**src/rtl/cpu16_pkg.sv**
```systemverilog
// Shared definitions for the 16-bit multi-cycle CPU control path.
// Opcodes, ALU control encodings and sequencer state codes.
package cpu16_pkg;

  localparam logic [3:0] OP_RLOG  = 4'b0000;
  localparam logic [3:0] OP_RADD  = 4'b0001;
  localparam logic [3:0] OP_SHIFT = 4'b0010;
  localparam logic [3:0] OP_ADDI  = 4'b1001;
  localparam logic [3:0] OP_SUBI  = 4'b1010;
  localparam logic [3:0] OP_SLTI  = 4'b1011;
  localparam logic [3:0] OP_LW    = 4'b1100;
  localparam logic [3:0] OP_SW    = 4'b1101;
  localparam logic [3:0] OP_BNE   = 4'b1110;
  localparam logic [3:0] OP_BEQ   = 4'b1111;

  typedef enum logic [1:0] {
    ALU_ADD   = 2'b00,
    ALU_SUB   = 2'b01,
    ALU_RTYPE = 2'b10,
    ALU_ITYPE = 2'b11
  } aluop_e;

  typedef enum logic [1:0] {
    SRCB_REG  = 2'b00,
    SRCB_ONE  = 2'b01,
    SRCB_IMM  = 2'b10,
    SRCB_BOFF = 2'b11
  } srcb_e;

  typedef enum logic [3:0] {
    S_FETCH,
    S_DECODE,
    S_EXEC_R,
    S_WB_R,
    S_EXEC_I,
    S_WB_I,
    S_ADDR,
    S_MEM_RD,
    S_WB_MEM,
    S_MEM_WR,
    S_BRANCH,
    S_TRAP
  } state_e;

endpackage

```
**src/rtl/multicycle_sequencer_if.sv**
```systemverilog
// Sequencer <-> datapath/memory control bundle.
// master = sequencer side, slave = datapath/memory side.
interface multicycle_sequencer_if;
  logic       Run;
  logic [3:0] OPCODE;
  logic       Zero;
  logic       MemReady;
  logic       MemReq;
  logic       MemWE;
  logic       IorD;
  logic       IRWrite;
  logic       PCWrite;
  logic       PCSource;
  logic       ALUSrcA;
  logic [1:0] ALUSrcB;
  logic [1:0] ALUOp;
  logic       RegDst;
  logic       MemToReg;
  logic       RegWrite;
  logic       InstrDone;
  logic       Illegal;
  logic       BusError;

  modport master (
    input  Run, OPCODE, Zero, MemReady,
    output MemReq, MemWE, IorD, IRWrite,
    output PCWrite, PCSource, ALUSrcA, ALUSrcB,
    output ALUOp, RegDst, MemToReg, RegWrite,
    output InstrDone, Illegal, BusError
  );

  modport slave (
    output Run, OPCODE, Zero, MemReady,
    input  MemReq, MemWE, IorD, IRWrite,
    input  PCWrite, PCSource, ALUSrcA, ALUSrcB,
    input  ALUOp, RegDst, MemToReg, RegWrite,
    input  InstrDone, Illegal, BusError
  );
endinterface

```
**src/rtl/mem_wait_timer.sv**
```systemverilog
// Counts memory wait cycles; expired_o flags the wait cycle that
// exhausts the budget (never asserted when MEM_TIMEOUT is 0).
module mem_wait_timer #(
  parameter int MEM_TIMEOUT = 16,
  parameter int TMR_W       = 8
) (
  input  logic clk_i,
  input  logic rst_ni,
  input  logic clear_i,
  input  logic enable_i,
  output logic expired_o
);

  localparam int LIM = (MEM_TIMEOUT > 0) ? MEM_TIMEOUT - 1 : 0;
  localparam logic [TMR_W-1:0] LIMIT = LIM[TMR_W-1:0];

  logic [TMR_W-1:0] cnt_q, cnt_d;

  always_comb begin
    cnt_d = cnt_q;
    if (clear_i) begin
      cnt_d = '0;
    end else if (enable_i && cnt_q != '1) begin
      cnt_d = cnt_q + 1'b1;
    end
  end

  always_ff @(posedge clk_i) begin
    if (!rst_ni) cnt_q <= '0;
    else         cnt_q <= cnt_d;
  end

  assign expired_o = (MEM_TIMEOUT != 0) && enable_i
                     && (cnt_q == LIMIT);

endmodule

```
**src/rtl/multicycle_sequencer.sv**
```systemverilog
// Multi-cycle fetch/decode/execute/memory/writeback control FSM
// for the 16-bit CPU, with memory wait timeout trap.
module multicycle_sequencer
  import cpu16_pkg::*;
#(
  parameter int MEM_TIMEOUT = 16,
  parameter int TMR_W       = 8
) (
  input logic Clock,
  input logic Reset_n,
  multicycle_sequencer_if.master bus
);

  state_e state_q, state_d;
  logic   fpend_q, fpend_d;
  logic   ill_q, ill_d;
  logic   berr_q, berr_d;

  logic   mem_req, tmo;
  logic   mwe, iord, irw, pcw, pcsrc, srca;
  logic   regdst, m2r, rw, done;
  srcb_e  srcb;
  aluop_e aluop;

  // A started fetch stays requested even if Run drops.
  assign mem_req = (state_q == S_FETCH && (bus.Run || fpend_q))
                   || state_q == S_MEM_RD
                   || state_q == S_MEM_WR;

  mem_wait_timer #(
    .MEM_TIMEOUT(MEM_TIMEOUT),
    .TMR_W      (TMR_W)
  ) u_tmr (
    .clk_i    (Clock),
    .rst_ni   (Reset_n),
    .clear_i  (state_d != state_q),
    .enable_i (mem_req && !bus.MemReady),
    .expired_o(tmo)
  );

  always_comb begin
    state_d = state_q;
    fpend_d = 1'b0;
    ill_d   = ill_q;
    berr_d  = berr_q;
    mwe     = 1'b0;
    iord    = 1'b0;
    irw     = 1'b0;
    pcw     = 1'b0;
    pcsrc   = 1'b0;
    srca    = 1'b0;
    srcb    = SRCB_REG;
    aluop   = ALU_ADD;
    regdst  = 1'b0;
    m2r     = 1'b0;
    rw      = 1'b0;
    done    = 1'b0;
    unique case (state_q)
      S_FETCH: begin
        srcb = SRCB_ONE;
        if (mem_req && bus.MemReady) begin
          irw     = 1'b1;
          pcw     = 1'b1;
          state_d = S_DECODE;
        end else if (tmo) begin
          berr_d  = 1'b1;
          state_d = S_TRAP;
        end else begin
          fpend_d = mem_req;
        end
      end
      S_DECODE: begin
        srcb = SRCB_BOFF;
        unique case (bus.OPCODE)
          OP_RLOG, OP_RADD, OP_SHIFT: state_d = S_EXEC_R;
          OP_ADDI, OP_SUBI, OP_SLTI:  state_d = S_EXEC_I;
          OP_LW, OP_SW:               state_d = S_ADDR;
          OP_BNE, OP_BEQ:             state_d = S_BRANCH;
          default: begin
            ill_d   = 1'b1;
            state_d = S_TRAP;
          end
        endcase
      end
      S_EXEC_R: begin
        srca    = 1'b1;
        aluop   = ALU_RTYPE;
        state_d = S_WB_R;
      end
      S_WB_R: begin
        regdst  = 1'b1;
        rw      = 1'b1;
        done    = 1'b1;
        state_d = S_FETCH;
      end
      S_EXEC_I: begin
        srca    = 1'b1;
        srcb    = SRCB_IMM;
        aluop   = ALU_ITYPE;
        state_d = S_WB_I;
      end
      S_WB_I: begin
        rw      = 1'b1;
        done    = 1'b1;
        state_d = S_FETCH;
      end
      S_ADDR: begin
        srca    = 1'b1;
        srcb    = SRCB_IMM;
        state_d = (bus.OPCODE == OP_SW) ? S_MEM_WR : S_MEM_RD;
      end
      S_MEM_RD: begin
        iord = 1'b1;
        if (bus.MemReady) begin
          state_d = S_WB_MEM;
        end else if (tmo) begin
          berr_d  = 1'b1;
          state_d = S_TRAP;
        end
      end
      S_WB_MEM: begin
        m2r     = 1'b1;
        rw      = 1'b1;
        done    = 1'b1;
        state_d = S_FETCH;
      end
      S_MEM_WR: begin
        mwe  = 1'b1;
        iord = 1'b1;
        if (bus.MemReady) begin
          done    = 1'b1;
          state_d = S_FETCH;
        end else if (tmo) begin
          berr_d  = 1'b1;
          state_d = S_TRAP;
        end
      end
      S_BRANCH: begin
        srca    = 1'b1;
        aluop   = ALU_SUB;
        pcsrc   = 1'b1;
        pcw     = (bus.OPCODE == OP_BEQ) ? bus.Zero : !bus.Zero;
        done    = 1'b1;
        state_d = S_FETCH;
      end
      S_TRAP: state_d = S_TRAP;
      default: state_d = S_TRAP;
    endcase
  end

  always_ff @(posedge Clock) begin
    if (!Reset_n) begin
      state_q <= S_FETCH;
      fpend_q <= 1'b0;
      ill_q   <= 1'b0;
      berr_q  <= 1'b0;
    end else begin
      state_q <= state_d;
      fpend_q <= fpend_d;
      ill_q   <= ill_d;
      berr_q  <= berr_d;
    end
  end

  assign bus.MemReq    = Reset_n & mem_req;
  assign bus.MemWE     = Reset_n & mwe;
  assign bus.IorD      = Reset_n & iord;
  assign bus.IRWrite   = Reset_n & irw;
  assign bus.PCWrite   = Reset_n & pcw;
  assign bus.PCSource  = Reset_n & pcsrc;
  assign bus.ALUSrcA   = Reset_n & srca;
  assign bus.ALUSrcB   = {2{Reset_n}} & srcb;
  assign bus.ALUOp     = {2{Reset_n}} & aluop;
  assign bus.RegDst    = Reset_n & regdst;
  assign bus.MemToReg  = Reset_n & m2r;
  assign bus.RegWrite  = Reset_n & rw;
  assign bus.InstrDone = Reset_n & done;
  assign bus.Illegal   = Reset_n & ill_q;
  assign bus.BusError  = Reset_n & berr_q;

endmodule

```
**src/flat_wrapper.sv**
```systemverilog
// flat-port wrapper written by rule: the top's interface ports become plain ports
module multicycle_sequencer_flat import cpu16_pkg::*;
#(
  parameter int MEM_TIMEOUT = 16,
  parameter int TMR_W       = 8
)
  (Clock, Reset_n, bus_Run, bus_OPCODE, bus_Zero, bus_MemReady, bus_MemReq, bus_MemWE, bus_IorD, bus_IRWrite, bus_PCWrite, bus_PCSource, bus_ALUSrcA, bus_ALUSrcB, bus_ALUOp, bus_RegDst, bus_MemToReg, bus_RegWrite, bus_InstrDone, bus_Illegal, bus_BusError);
  multicycle_sequencer_if bus_i ();
  input logic Clock;
  input logic Reset_n;
  input wire logic [$bits(bus_i.Run)-1:0] bus_Run;
  input wire logic [$bits(bus_i.OPCODE)-1:0] bus_OPCODE;
  input wire logic [$bits(bus_i.Zero)-1:0] bus_Zero;
  input wire logic [$bits(bus_i.MemReady)-1:0] bus_MemReady;
  output wire logic [$bits(bus_i.MemReq)-1:0] bus_MemReq;
  output wire logic [$bits(bus_i.MemWE)-1:0] bus_MemWE;
  output wire logic [$bits(bus_i.IorD)-1:0] bus_IorD;
  output wire logic [$bits(bus_i.IRWrite)-1:0] bus_IRWrite;
  output wire logic [$bits(bus_i.PCWrite)-1:0] bus_PCWrite;
  output wire logic [$bits(bus_i.PCSource)-1:0] bus_PCSource;
  output wire logic [$bits(bus_i.ALUSrcA)-1:0] bus_ALUSrcA;
  output wire logic [$bits(bus_i.ALUSrcB)-1:0] bus_ALUSrcB;
  output wire logic [$bits(bus_i.ALUOp)-1:0] bus_ALUOp;
  output wire logic [$bits(bus_i.RegDst)-1:0] bus_RegDst;
  output wire logic [$bits(bus_i.MemToReg)-1:0] bus_MemToReg;
  output wire logic [$bits(bus_i.RegWrite)-1:0] bus_RegWrite;
  output wire logic [$bits(bus_i.InstrDone)-1:0] bus_InstrDone;
  output wire logic [$bits(bus_i.Illegal)-1:0] bus_Illegal;
  output wire logic [$bits(bus_i.BusError)-1:0] bus_BusError;
  assign bus_i.Run = bus_Run;
  assign bus_i.OPCODE = bus_OPCODE;
  assign bus_i.Zero = bus_Zero;
  assign bus_i.MemReady = bus_MemReady;
  assign bus_MemReq = bus_i.MemReq;
  assign bus_MemWE = bus_i.MemWE;
  assign bus_IorD = bus_i.IorD;
  assign bus_IRWrite = bus_i.IRWrite;
  assign bus_PCWrite = bus_i.PCWrite;
  assign bus_PCSource = bus_i.PCSource;
  assign bus_ALUSrcA = bus_i.ALUSrcA;
  assign bus_ALUSrcB = bus_i.ALUSrcB;
  assign bus_ALUOp = bus_i.ALUOp;
  assign bus_RegDst = bus_i.RegDst;
  assign bus_MemToReg = bus_i.MemToReg;
  assign bus_RegWrite = bus_i.RegWrite;
  assign bus_InstrDone = bus_i.InstrDone;
  assign bus_Illegal = bus_i.Illegal;
  assign bus_BusError = bus_i.BusError;
  multicycle_sequencer #(.MEM_TIMEOUT(MEM_TIMEOUT), .TMR_W(TMR_W)) u_core (.Clock(Clock), .Reset_n(Reset_n), .bus(bus_i));
endmodule
```
**config.mk**
```make
export PLATFORM = sky130hd
export DESIGN_NAME = multicycle_sequencer_flat
export DESIGN_NICKNAME = d
export VERILOG_FILES = /design/src/rtl/cpu16_pkg.sv /design/src/rtl/multicycle_sequencer_if.sv /design/src/rtl/mem_wait_timer.sv /design/src/rtl/multicycle_sequencer.sv /design/src/flat_wrapper.sv
export SDC_FILE = /design/constraint.sdc
export NUM_CORES = 1
export LEC_CHECK = 0
export ABC_AREA = 1
export CORE_MARGIN = 3
export CORE_UTILIZATION = 55
export CTS_CLUSTER_SIZE = 30
export DETAILED_ROUTE_END_ITERATION = 12
export PLACE_DENSITY = 0.89
export SKIP_LAST_GASP = 1
export SYNTH_ARGS = -nofsm -noshare
export SYNTH_HDL_FRONTEND = slang
export SYNTH_SLANG_ARGS = --single-unit
```
**constraint.sdc**
```tcl
create_clock -name Clock -period 5.1 [get_ports Clock]
set_input_delay 1.02 -clock Clock [delete_from_list [all_inputs] [get_ports Clock]]
set_output_delay 1.02 -clock Clock [all_outputs]
set_load 0.01 [all_outputs]
```
==> reports/qor.csv, run 1 <==
stage,metric,value,unit
run_status,status,"complete, no violations",
setup_path,launch point of the worst reg-to-reg path,u_core.u_tmr.cnt_q[0],
power,VDD IR max,375,uV
synth,"FFs w/ async S/R, synth",0,
timing,final setup fails,0,
clock_network,Post-CTS Hold Fix Bufs,0,
route,Detail Route met3 WL,253,um
timing,Hold Fails Final Rpt,0,
clock_network,PostCTS Resize Cnt,0,
finish,Finished Cell Area,0.00163,mm2
timing,Worst Tran Pin Value,0.601,ns
finish,# diodes,0,
setup_path,Crit path required time,4.08,ns
hold_path,Hold/Removal Path Class,flip-flop to flip-flop,
floorplanning,width of the die,55.1,um
setup_path,worst reg2reg path depth,13,
setup_path,CP arrival,2.89,ns
setup_path,Worst Setup EP,bus_InstrDone,
route,vias per cell,5.14,
setup_path,kind of critical path,primary input to output pin,
floorplanning,initial core utilization,0.589,
flow_run,maxcap violations,0,
timing,max-slew violations,0,
timing,crit share post-route,0.767,
setup_path,Worst Setup SP,Reset_n,
global_routing,total track usage,0.227,
finish,most frequent cells in the layout,"nand2_1 (60), inv_1 (32), clkdlybuf4s50_1 (25)",
synth,post-synthesis mux area share,0,
floorplanning,Die H,55.1,um
clock_network,postcts setup bufs,0,
floorplanning,core footprint,0.00225,mm2
route,drt wl/cell,11.2,um
global_routing,global-route wire length before repair,4.95,mm
power,Int Pwr,296,uW
floorplanning,die area,0.00304,mm2
synth,Syn Inst Count,219,
power,Logic pwr share,0.636,
synth,"top cells by area, synth","dfxtp_1 (23%), nand2_1 (17%), inv_1 (9.0%), nor3_2 (6.8%), nor2_1 (6.2%)",
route,Initial DRC Count,57,
synth,post-synthesis sequential area ratio,0.226,
route,uppermost layer routed,met4,
timing,RSZ-0062 raised after global routing,no,
setup_path,CP Capture Type,output pin,
finish,fin nets,257,
power,P per Cell Area,375,mW/mm2
timing,Max Clock Freq,256,MHz
global_routing,largest net degree at the start of global routing,22,
synth,post-synthesis simple-gate area fraction,0.512,
finish,"commonest non-fill, non-tap cell in the layout",nand2_1,
route,via count,1407,
setup_path,CP max FO,21,
clock_network,CTS tree,done,
synth,Seq cells post-synth,15,
synth,XOR/XNOR Fraction of Synth Area,0.0396,
setup_path,Reg2Reg Setup Slack,3.18,ns
floorplanning,FP Rows,17,
synth,Yosys top cell by area,dfxtp_1,
route,DRT Pass-1 Iters,4,
power,switching part of the total,0.516,
timing,clock skew,0.00313,ns
route,drt drc,0,
synth,Post-synth EDFFs,0,
timing,hold slack,0.511,ns
finish,layout cell share with drive strength beyond 1,0.163,
clock_network,Max clock buf depth,2,
synth,Syn Std Cell Area,0.00133,mm2
place,count of input and output buffers,25,
global_routing,initial antenna violation count,0,
route,Routed met1 length,1.44,mm
setup_path,CP Launch Type,primary input,
global_routing,"Remaining Overflow, GRT",0,
synth,average footprint of a synthesized cell,6.06,um2
place,HPWL Detailed,2.48,mm
clock_network,CTS Buf Count,3,
global_routing,vias in the first global route,1146,
route,final wirelength,3.07,mm
timing,Slew headroom,0.599,
power,Static Leak,0.000771,uW
place,dpl cells,270,
place,Post-DP Area,0.00161,mm2
synth,main combinational cell family by area after synthesis,simple AND/OR/NAND/NOR gates,
floorplanning,io pins,26,
synth,Synth Area in Compound Gates,0.0858,
clock_network,H-tree depth,1,
clock_network,Num Clock Sinks,15,
finish,Synth-to-Final Area Change,23.0,%
timing,total negative setup slack,0,ns
synth,Yosys cell types,25,
timing,crit path time final,3.91,ns
route,routed length on met2,1.34,mm
synth,post-synth net total,229,
power,clock share of power,0.112,
synth,Synth Area in Adders,0.00943,
synth,Most used DFF post-synth,dfxtp_1,
power,Switch Pwr,315,uW
clock_network,cell chosen for the clock root,clkbuf_4,
route,Antenna Nets Post-Route,0,
setup_path,worst r2r dst,u_core.u_tmr.cnt_q[5],
power,sequential share of power,0.252,
synth,post-synth top area share,0.226,
synth,YS warnings,0,
clock_network,clock latency at the later pin of the worst-skew pair,0.29,ns
finish,Finished Layout Cells,274,
clock_network,clk slew on worst S/H paths,0.09,ns
place,GP Congestion,0.877,
[area by class of cell]
type	count	area, um2
multi-input combinational	159	858
timing repair buffer	25	250
clock inverter	1	5.00
sequential	15	300
tap	28	35.0
clock buffer	3	22.5
fill	203	622
inverter	43	161
[cell families (layout without fill, tap and decap cells)]
logic type                 after synthesis  count (layout)
buffers and inverters                   45              72
xor gates and xnor gates                 6               6
and+or+nand+nor                        130             130
adders and majority gates                1               1
AOI/OAI and AO/OA                       22              22
DFF                                     15              15
[cell usage after synthesis, types with 3 or more instances]
| cell | n |
|---|---|
| nand4_1 | 4 |
| inv_2 | 10 |
| nand3_4 | 3 |
| nand2_2 | 7 |
| nor3_1 | 4 |
| nor2_2 | 4 |
| dfxtp_1 | 15 |
| nand3_1 | 13 |
| nand2_1 | 60 |
| xor2_1 | 3 |
| xnor2_1 | 3 |
| inv_1 | 32 |
| o21ai_0 | 9 |
| nor3_2 | 9 |
| nor2_1 | 22 |
| a21oi_1 | 10 |
[per-layer routing]
metal / up-vias / track usage
li1: 749 / -
met3: 5 / 0.0563
met5: - / 0
met1: 606 / 0.332
met2: 47 / 0.333
met4: 0 / 0.0486
[sequential cells by signal (all words and copies together) (netlist names)]
signal and cells:
u_core.state_q 4, u_core.berr_q 1, u_core.ill_q 1, u_core.u_tmr.cnt_q 8, u_core.fpend_q 1
[power groups by stage]
stage          combinational [uW]  clock (uW)  sequential (uW)
3_3_place_gp                  385           0              155
5_1_grt                       433        76.3              157
3_5_place_dp                  391           0              157
4_1_cts                       392        71.6              154
6_report                      389        68.5              154
2_1_floorplan                 292           0              151
[how the worst min path moves through the flow]
stage,endpoint,cells past startpoint,slack (ns),from
finish,u_core.berr_q,2,0.51,u_core.berr_q
global route,u_core.ill_q,2,0.55,u_core.ill_q
CTS,u_core.berr_q,2,0.51,u_core.berr_q
detailed placement,u_core.berr_q,2,0.48,u_core.berr_q
global placement,u_core.berr_q,2,0.50,u_core.berr_q
floorplan,u_core.berr_q,2,0.42,u_core.berr_q
[through the flow]
| stage | total power (uW) | utilization | worst slack (ns) |
|---|---|---|---|
| after CTS | 617 | 0.724 | 1.21 |
| after global routing | 666 | 0.724 | 1.04 |
| final | 612 | 0.724 | 1.19 |
| after floorplan | 443 | - | 2.33 |
| after detailed placement | 547 | 0.712 | 1.21 |
| after global placement | 540 | 0.712 | 1.26 |
[worst max-delay path, stage by stage]
cell	delay (ns)
clkdlybuf4s50_1	0.47
inv_1	0.48
nor2_1	0.17
a21oi_1	0.15
o21ai_0	0.09
clkdlybuf4s50_1	0.51
(Power assumes the default switching activity.)
==> run 2: changes to the inputs <==
Settings changed: CORE_UTILIZATION 55 to 51, PLACE_DENSITY 0.89 to 0.84.
Clock period 5.1 ns to 3.7 ns, I/O delays scaled along.
==> reports/qor.csv, run 2 (synthesis results as in run 1) <==
stage,metric,value,unit,change
clock_network,Num Clock Sinks,15,,unchanged
floorplanning,io pins,26,,unchanged
finish,Synth-to-Final Area Change,23.6,%,
route,DRT Pass-1 Iters,4,,unchanged
global_routing,"Remaining Overflow, GRT",0,,unchanged
power,Static Leak,0.000776,uW,+0.62%
finish,most frequent cells in the layout,"nand2_1 (60), inv_1 (32), clkdlybuf4s50_1 (25)",,
timing,total negative setup slack,0,ns,unchanged
floorplanning,Die H,57.0,um,+3.4%
hold_path,Hold/Removal Path Class,flip-flop to flip-flop,,
setup_path,CP Capture Type,output pin,,
floorplanning,FP Rows,17,,unchanged
clock_network,cell chosen for the clock root,clkbuf_4,,
finish,# diodes,0,,unchanged
power,clock share of power,0.123,,+0.011
setup_path,CP max FO,15,,-29%
clock_network,Max clock buf depth,2,,unchanged
finish,"Most flops, register",u_core.u_tmr.cnt_q,,
setup_path,kind of critical path,primary input to output pin,,
setup_path,crit-path max cell delay,0.55,ns,+0.04 ns
route,final wirelength,3.29,mm,+7.0%
finish,fin nets,258,,+0.39%
timing,Worst Tran Pin Value,0.411,ns,-0.190 ns
timing,Max Clock Freq,310,MHz,
floorplanning,core footprint,0.00234,mm2,+3.8%
floorplanning,die area,0.00325,mm2,+7.0%
finish,max FFs per register,8,,unchanged
timing,clock skew,0.00865,ns,+0.00552 ns
power,sequential share of power,0.247,,-0.005
global_routing,largest net degree at the start of global routing,16,,-27%
finish,biggest regs,"u_core.u_tmr.cnt_q: 8 flops, u_core.state_q: 4 flops",,
finish,final core utilization,0.701,,-0.0231
power,Logic pwr share,0.630,,-0.006
clock_network,Post-CTS Hold Fix Bufs,0,,unchanged
clock_network,CTS Buf Count,3,,unchanged
timing,RSZ-0062 raised after global routing,no,,
route,Initial DRC Count,83,,+46%
setup_path,Crit path required time,2.96,ns,-1.12 ns
route,drt drc,0,,unchanged
route,vias per cell,5.24,,+2.1%
power,P per Cell Area,525,mW/mm2,+40%
clock_network,H-tree depth,1,,unchanged
global_routing,total track usage,0.211,,-0.0164
power,Switch Pwr,452,uW,+43%
timing,Hold Fails Final Rpt,0,,unchanged
clock_network,clk slew on worst S/H paths,0.11,ns,+0.02 ns
finish,Multi-input gate area,858,um2,unchanged
clock_network,PostCTS Resize Cnt,0,,unchanged
setup_path,CP Launch Type,primary input,,
route,drt wl/cell,12.0,um,+6.6%
floorplanning,initial core utilization,0.567,,-0.0214
finish,filler instances,208,,+2.5%
floorplanning,width of the die,57.0,um,+3.4%
place,count of input and output buffers,25,,unchanged
timing,Slew headroom,0.726,,+0.127
run_status,status,"complete, no violations",,
finish,layout cell share with drive strength beyond 1,0.166,,+0.00339
setup_path,Crit-path slowest cell,clkdlybuf4s50_1,,
global_routing,global-route wire length before repair,5.49,mm,+11%
finish,FF+latch area,300,um2,unchanged
global_routing,initial antenna violation count,0,,unchanged
place,GP Congestion,0.909,,+3.7%
setup_path,CP arrival,2.48,ns,-0.41 ns
timing,final setup fails,0,,unchanged
finish,"commonest non-fill, non-tap cell in the layout",nand2_1,,
clock_network,postcts setup bufs,0,,unchanged
timing,max-slew violations,0,,unchanged
power,VDD IR max,442,uV,+18%
clock_network,clock latency at the later pin of the worst-skew pair,0.30,ns,about the same
timing,crit share post-route,0.871,,
place,HPWL Detailed,2.64,mm,+6.7%
setup_path,crit path cell chain,clkdlybuf4s50_1 > inv_1 > nor2_1 > inv_1 > o22ai_1 > clkdlybuf4s50_1,,
route,via count,1442,,+2.5%
global_routing,vias in the first global route,1253,,+9.3%
power,Int Pwr,409,uW,+38%
timing,crit path time final,3.22,ns,
route,Antenna Nets Post-Route,0,,unchanged
flow_run,maxcap violations,0,,unchanged
clock_network,CTS tree,done,,
power,switching part of the total,0.525,,+0.00914
run 2: cell type report:
cell class | count | area share
Clock buffer | 3 | 0.0137
Clock inverter | 1 | 0.00305
Inverter | 43 | 0.0984
Multi-Input combinational cell | 159 | 0.523
Sequential cell | 15 | 0.183
Tap cell | 28 | 0.0214
Timing Repair Buffer | 26 | 0.157
run 2: power groups by stage:
stage / combinational (uW) / sequential [uW] / clock [uW]
2_1_floorplan: 402 / 209 / 0
3_3_place_gp: 536 / 215 / 0
3_5_place_dp: 538 / 216 / 0
4_1_cts: 541 / 212 / 109
5_1_grt: 598 / 216 / 115
6_report: 543 / 213 / 106
run 2: path summary, 6_finish.rpt:
path / end / slack (ns) / start / cells after the start
worst min-delay path: u_core.ill_q / 0.50 / u_core.ill_q / 2
worst max-delay path: bus_PCWrite / 0.48 / Reset_n / 6
worst min register to register: u_core.ill_q / 0.50 / u_core.ill_q / 2
worst max register to register: u_core.u_tmr.cnt_q[5] / 1.76 / u_core.u_tmr.cnt_q[0] / 13
run 2: through the flow:
| stage | cell area, um2 | setup slack [ns] | hold slack, ns | instances | total power [uW] |
|---|---|---|---|---|---|
| floorplan | 1330 | 1.49 | 0.419 | 219 | 610 |
| global placement | 1610 | 0.512 | 0.482 | 271 | 751 |
| detailed placement | 1610 | 0.472 | 0.482 | 271 | 754 |
| CTS | 1640 | 0.467 | 0.508 | 275 | 862 |
| global route | 1640 | 0.321 | 0.563 | 275 | 929 |
| finish | 1640 | 0.478 | 0.504 | 275 | 861 |
run 2: routing by layer:
metal	share of wire	track usage	wire (um)	up-vias
met5	0	0	0	-
met4	0.014	0.0695	46	0
met3	0.054	0.0271	179	5
met2	0.44	0.323	1430	38
met1	0.49	0.303	1630	649
li1	-	-	-	750
run 2: critical path, delay by kind of cell:
family / cells / cell delay (ns)
buffers and inverters: 4 / 1.37
and+or+nand+nor: 1 / 0.23
AOI/OAI and AO/OA: 1 / 0.14
==> run 3: changes to the inputs <==
Settings changed: CORE_UTILIZATION 51 to 53, CTS_BUF_LIST from default to sky130_fd_sc_hd__clkbuf_2 sky130_fd_sc_hd__clkbuf_4 sky130_fd_sc_hd__clkbuf_8, PLACE_DENSITY 0.84 to 0.87.
==> reports/qor.csv, run 3 (synthesis results as in run 1) <==
stage,metric,value,unit,change
timing,Hold Fails Final Rpt,0,,unchanged
timing,Max Clock Freq,307,MHz,-1.1%
clock_network,CTS Buf Count,3,,unchanged
flow_run,maxcap violations,0,,unchanged
setup_path,crit path cell chain,clkdlybuf4s50_1 > inv_1 > nor2_1 > inv_1 > o22ai_1 > clkdlybuf4s50_1,,
finish,fin nets,258,,unchanged
global_routing,"Remaining Overflow, GRT",0,,unchanged
run_status,status,"complete, no violations",,
floorplanning,width of the die,56.0,um,-1.7%
global_routing,largest net degree at the start of global routing,14,,-2
route,uppermost layer routed,met4,,
clock_network,Post-CTS Hold Fix Bufs,0,,unchanged
route,final wirelength,3.20,mm,-2.8%
finish,layout cell share with drive strength beyond 1,0.166,,unchanged
power,P per Cell Area,518,mW/mm2,-1.4%
route,DRT Pass-1 Iters,4,,unchanged
floorplanning,Die H,56.0,um,-1.7%
finish,biggest regs,"u_core.u_tmr.cnt_q: 8 flops, u_core.state_q: 4 flops",,
clock_network,CTS tree,done,,
clock_network,cell chosen for the clock root,clkbuf_4,,
power,final total power,849,uW,-1.4%
place,GP Congestion,0.924,,+1.7%
timing,total negative setup slack,0,ns,unchanged
route,drt drc,0,,unchanged
clock_network,PostCTS Resize Cnt,0,,unchanged
floorplanning,FP Rows,17,,unchanged
floorplanning,initial core utilization,0.578,,+0.0105
global_routing,total track usage,0.213,,+0.00208
clock_network,H-tree depth,1,,unchanged
clock_network,Max clock buf depth,2,,unchanged
route,Initial DRC Count,58,,-30%
place,pre-CTS setup slack,0.457,ns,-0.0157 ns
setup_path,CP Launch Type,primary input,,
timing,final setup fails,0,,unchanged
global_routing,vias in the first global route,1200,,-4.2%
clock_network,clk slew on worst S/H paths,0.09,ns,-0.02 ns
setup_path,kind of critical path,primary input to output pin,,
clock_network,clock latency at the later pin of the worst-skew pair,0.28,ns,-0.02 ns
power,VDD IR max,506,uV,+15%
timing,max-slew violations,0,,unchanged
setup_path,CP Capture Type,output pin,,
timing,RSZ-0062 raised after global routing,no,,
timing,clock skew,0.00310,ns,-0.00555 ns
setup_path,CP arrival,2.52,ns,+0.04 ns
setup_path,"delay-heaviest family, CP",buffers and inverters,,
setup_path,Crit-path slowest cell,clkdlybuf4s50_1,,
power,Static Leak,0.000776,uW,unchanged
place,HPWL Detailed,2.61,mm,-1.3%
finish,Synth-to-Final Area Change,23.6,%,unchanged
timing,Slew headroom,0.729,,+0.00265
clock_network,Num Clock Sinks,15,,unchanged
route,Detail Route met3 WL,231,um,+29%
global_routing,initial antenna violation count,0,,unchanged
finish,"commonest non-fill, non-tap cell in the layout",nand2_1,,
clock_network,postcts setup bufs,0,,unchanged
setup_path,CP max FO,13,,-2
timing,final worst slack,0.443,ns,-0.0351 ns
timing,crit share post-route,0.880,,+0.00949
route,drt wl/cell,11.6,um,-2.8%
setup_path,Crit path required time,2.96,ns,about the same
finish,max FFs per register,8,,unchanged
route,routed length on met2,1.45,mm,+0.98%
hold_path,Hold/Removal Path Class,flip-flop to flip-flop,,
finish,"Most flops, register",u_core.u_tmr.cnt_q,,
setup_path,Buf/Inv on CP,4,,unchanged
place,count of input and output buffers,25,,unchanged
finish,# diodes,0,,unchanged
route,Routed met1 length,1.50,mm,-7.7%
floorplanning,core footprint,0.00230,mm2,-1.8%
setup_path,crit-path max cell delay,0.56,ns,about the same
global_routing,global-route wire length before repair,5.44,mm,-0.75%
finish,Finished Layout Cells,275,,unchanged
floorplanning,io pins,26,,unchanged
route,Antenna Nets Post-Route,0,,unchanged
floorplanning,die area,0.00314,mm2,-3.4%
place,dpl cells,271,,unchanged
route,vias per cell,5.25,,+0.21%
finish,most frequent cells in the layout,"nand2_1 (60), inv_1 (32), clkdlybuf4s50_1 (25)",,
route,via count,1445,,+0.21%
timing,Worst Tran Pin Value,0.407,ns,-0.00398 ns
timing,crit path time final,3.26,ns,+0.0351 ns
## run 3: cell counts in the layout (fill, tap and decap cells not counted)
No cell type changed its count.
## run 3: layout make-up
type / count / area [um2]
clock buffer: 3 / 22.5
timing repair buffer: 26 / 258
inverter: 43 / 161
tap: 28 / 35.0
sequential: 15 / 300
clock inverter: 1 / 5.00
multi-input combinational: 159 / 858
fill: 204 / 657
## run 3: report_power, final
part / internal (uW) / total (uW) / switching (uW)
Clock: 40.1 / 92.5 / 52.4
Combinational: 188 / 542 / 354
Sequential: 181 / 214 / 33.5
## run 3: worst paths after layout
check / startpoint / endpoint / slack, ns / cells past startpoint
hold reg to reg: u_core.berr_q / u_core.berr_q / 0.53 / 2
setup reg to reg: u_core.u_tmr.cnt_q[0] / u_core.u_tmr.cnt_q[5] / 1.77 / 13
setup / recovery: Reset_n / bus_PCWrite / 0.44 / 6
hold / removal: u_core.berr_q / u_core.berr_q / 0.53 / 2
## run 3: layer usage
metal	vias up	GRT usage
met2	52	0.326
met4	0	0.0339
met1	649	0.308
li1	742	-
met3	2	0.0464
met5	-	0
## run 3: worst reg2reg max path, stage by stage, from the launching register on
cell and delay, ns:
dfxtp_1 0.41, ha_1 0.20, nand2_1 0.08, nor2_1 0.17, nand3_1 0.16, inv_1 0.13, nand3_4 0.12, nand2_1 0.08
nand2_1 0.08, nand2_1 0.07, nand2_1 0.06, nand2_2 0.08, nand2_4 0.10, nor3_2 0.11
## run 3: through the flow
step           instance area [um2]  hold slack [ns]   util
6_report                      1640            0.530  0.714
5_1_grt                       1640            0.590  0.714
4_1_cts                       1640            0.520  0.714
3_5_place_dp                  1610            0.495  0.702
3_3_place_gp                  1610            0.502  0.702
2_1_floorplan                 1330            0.419      -
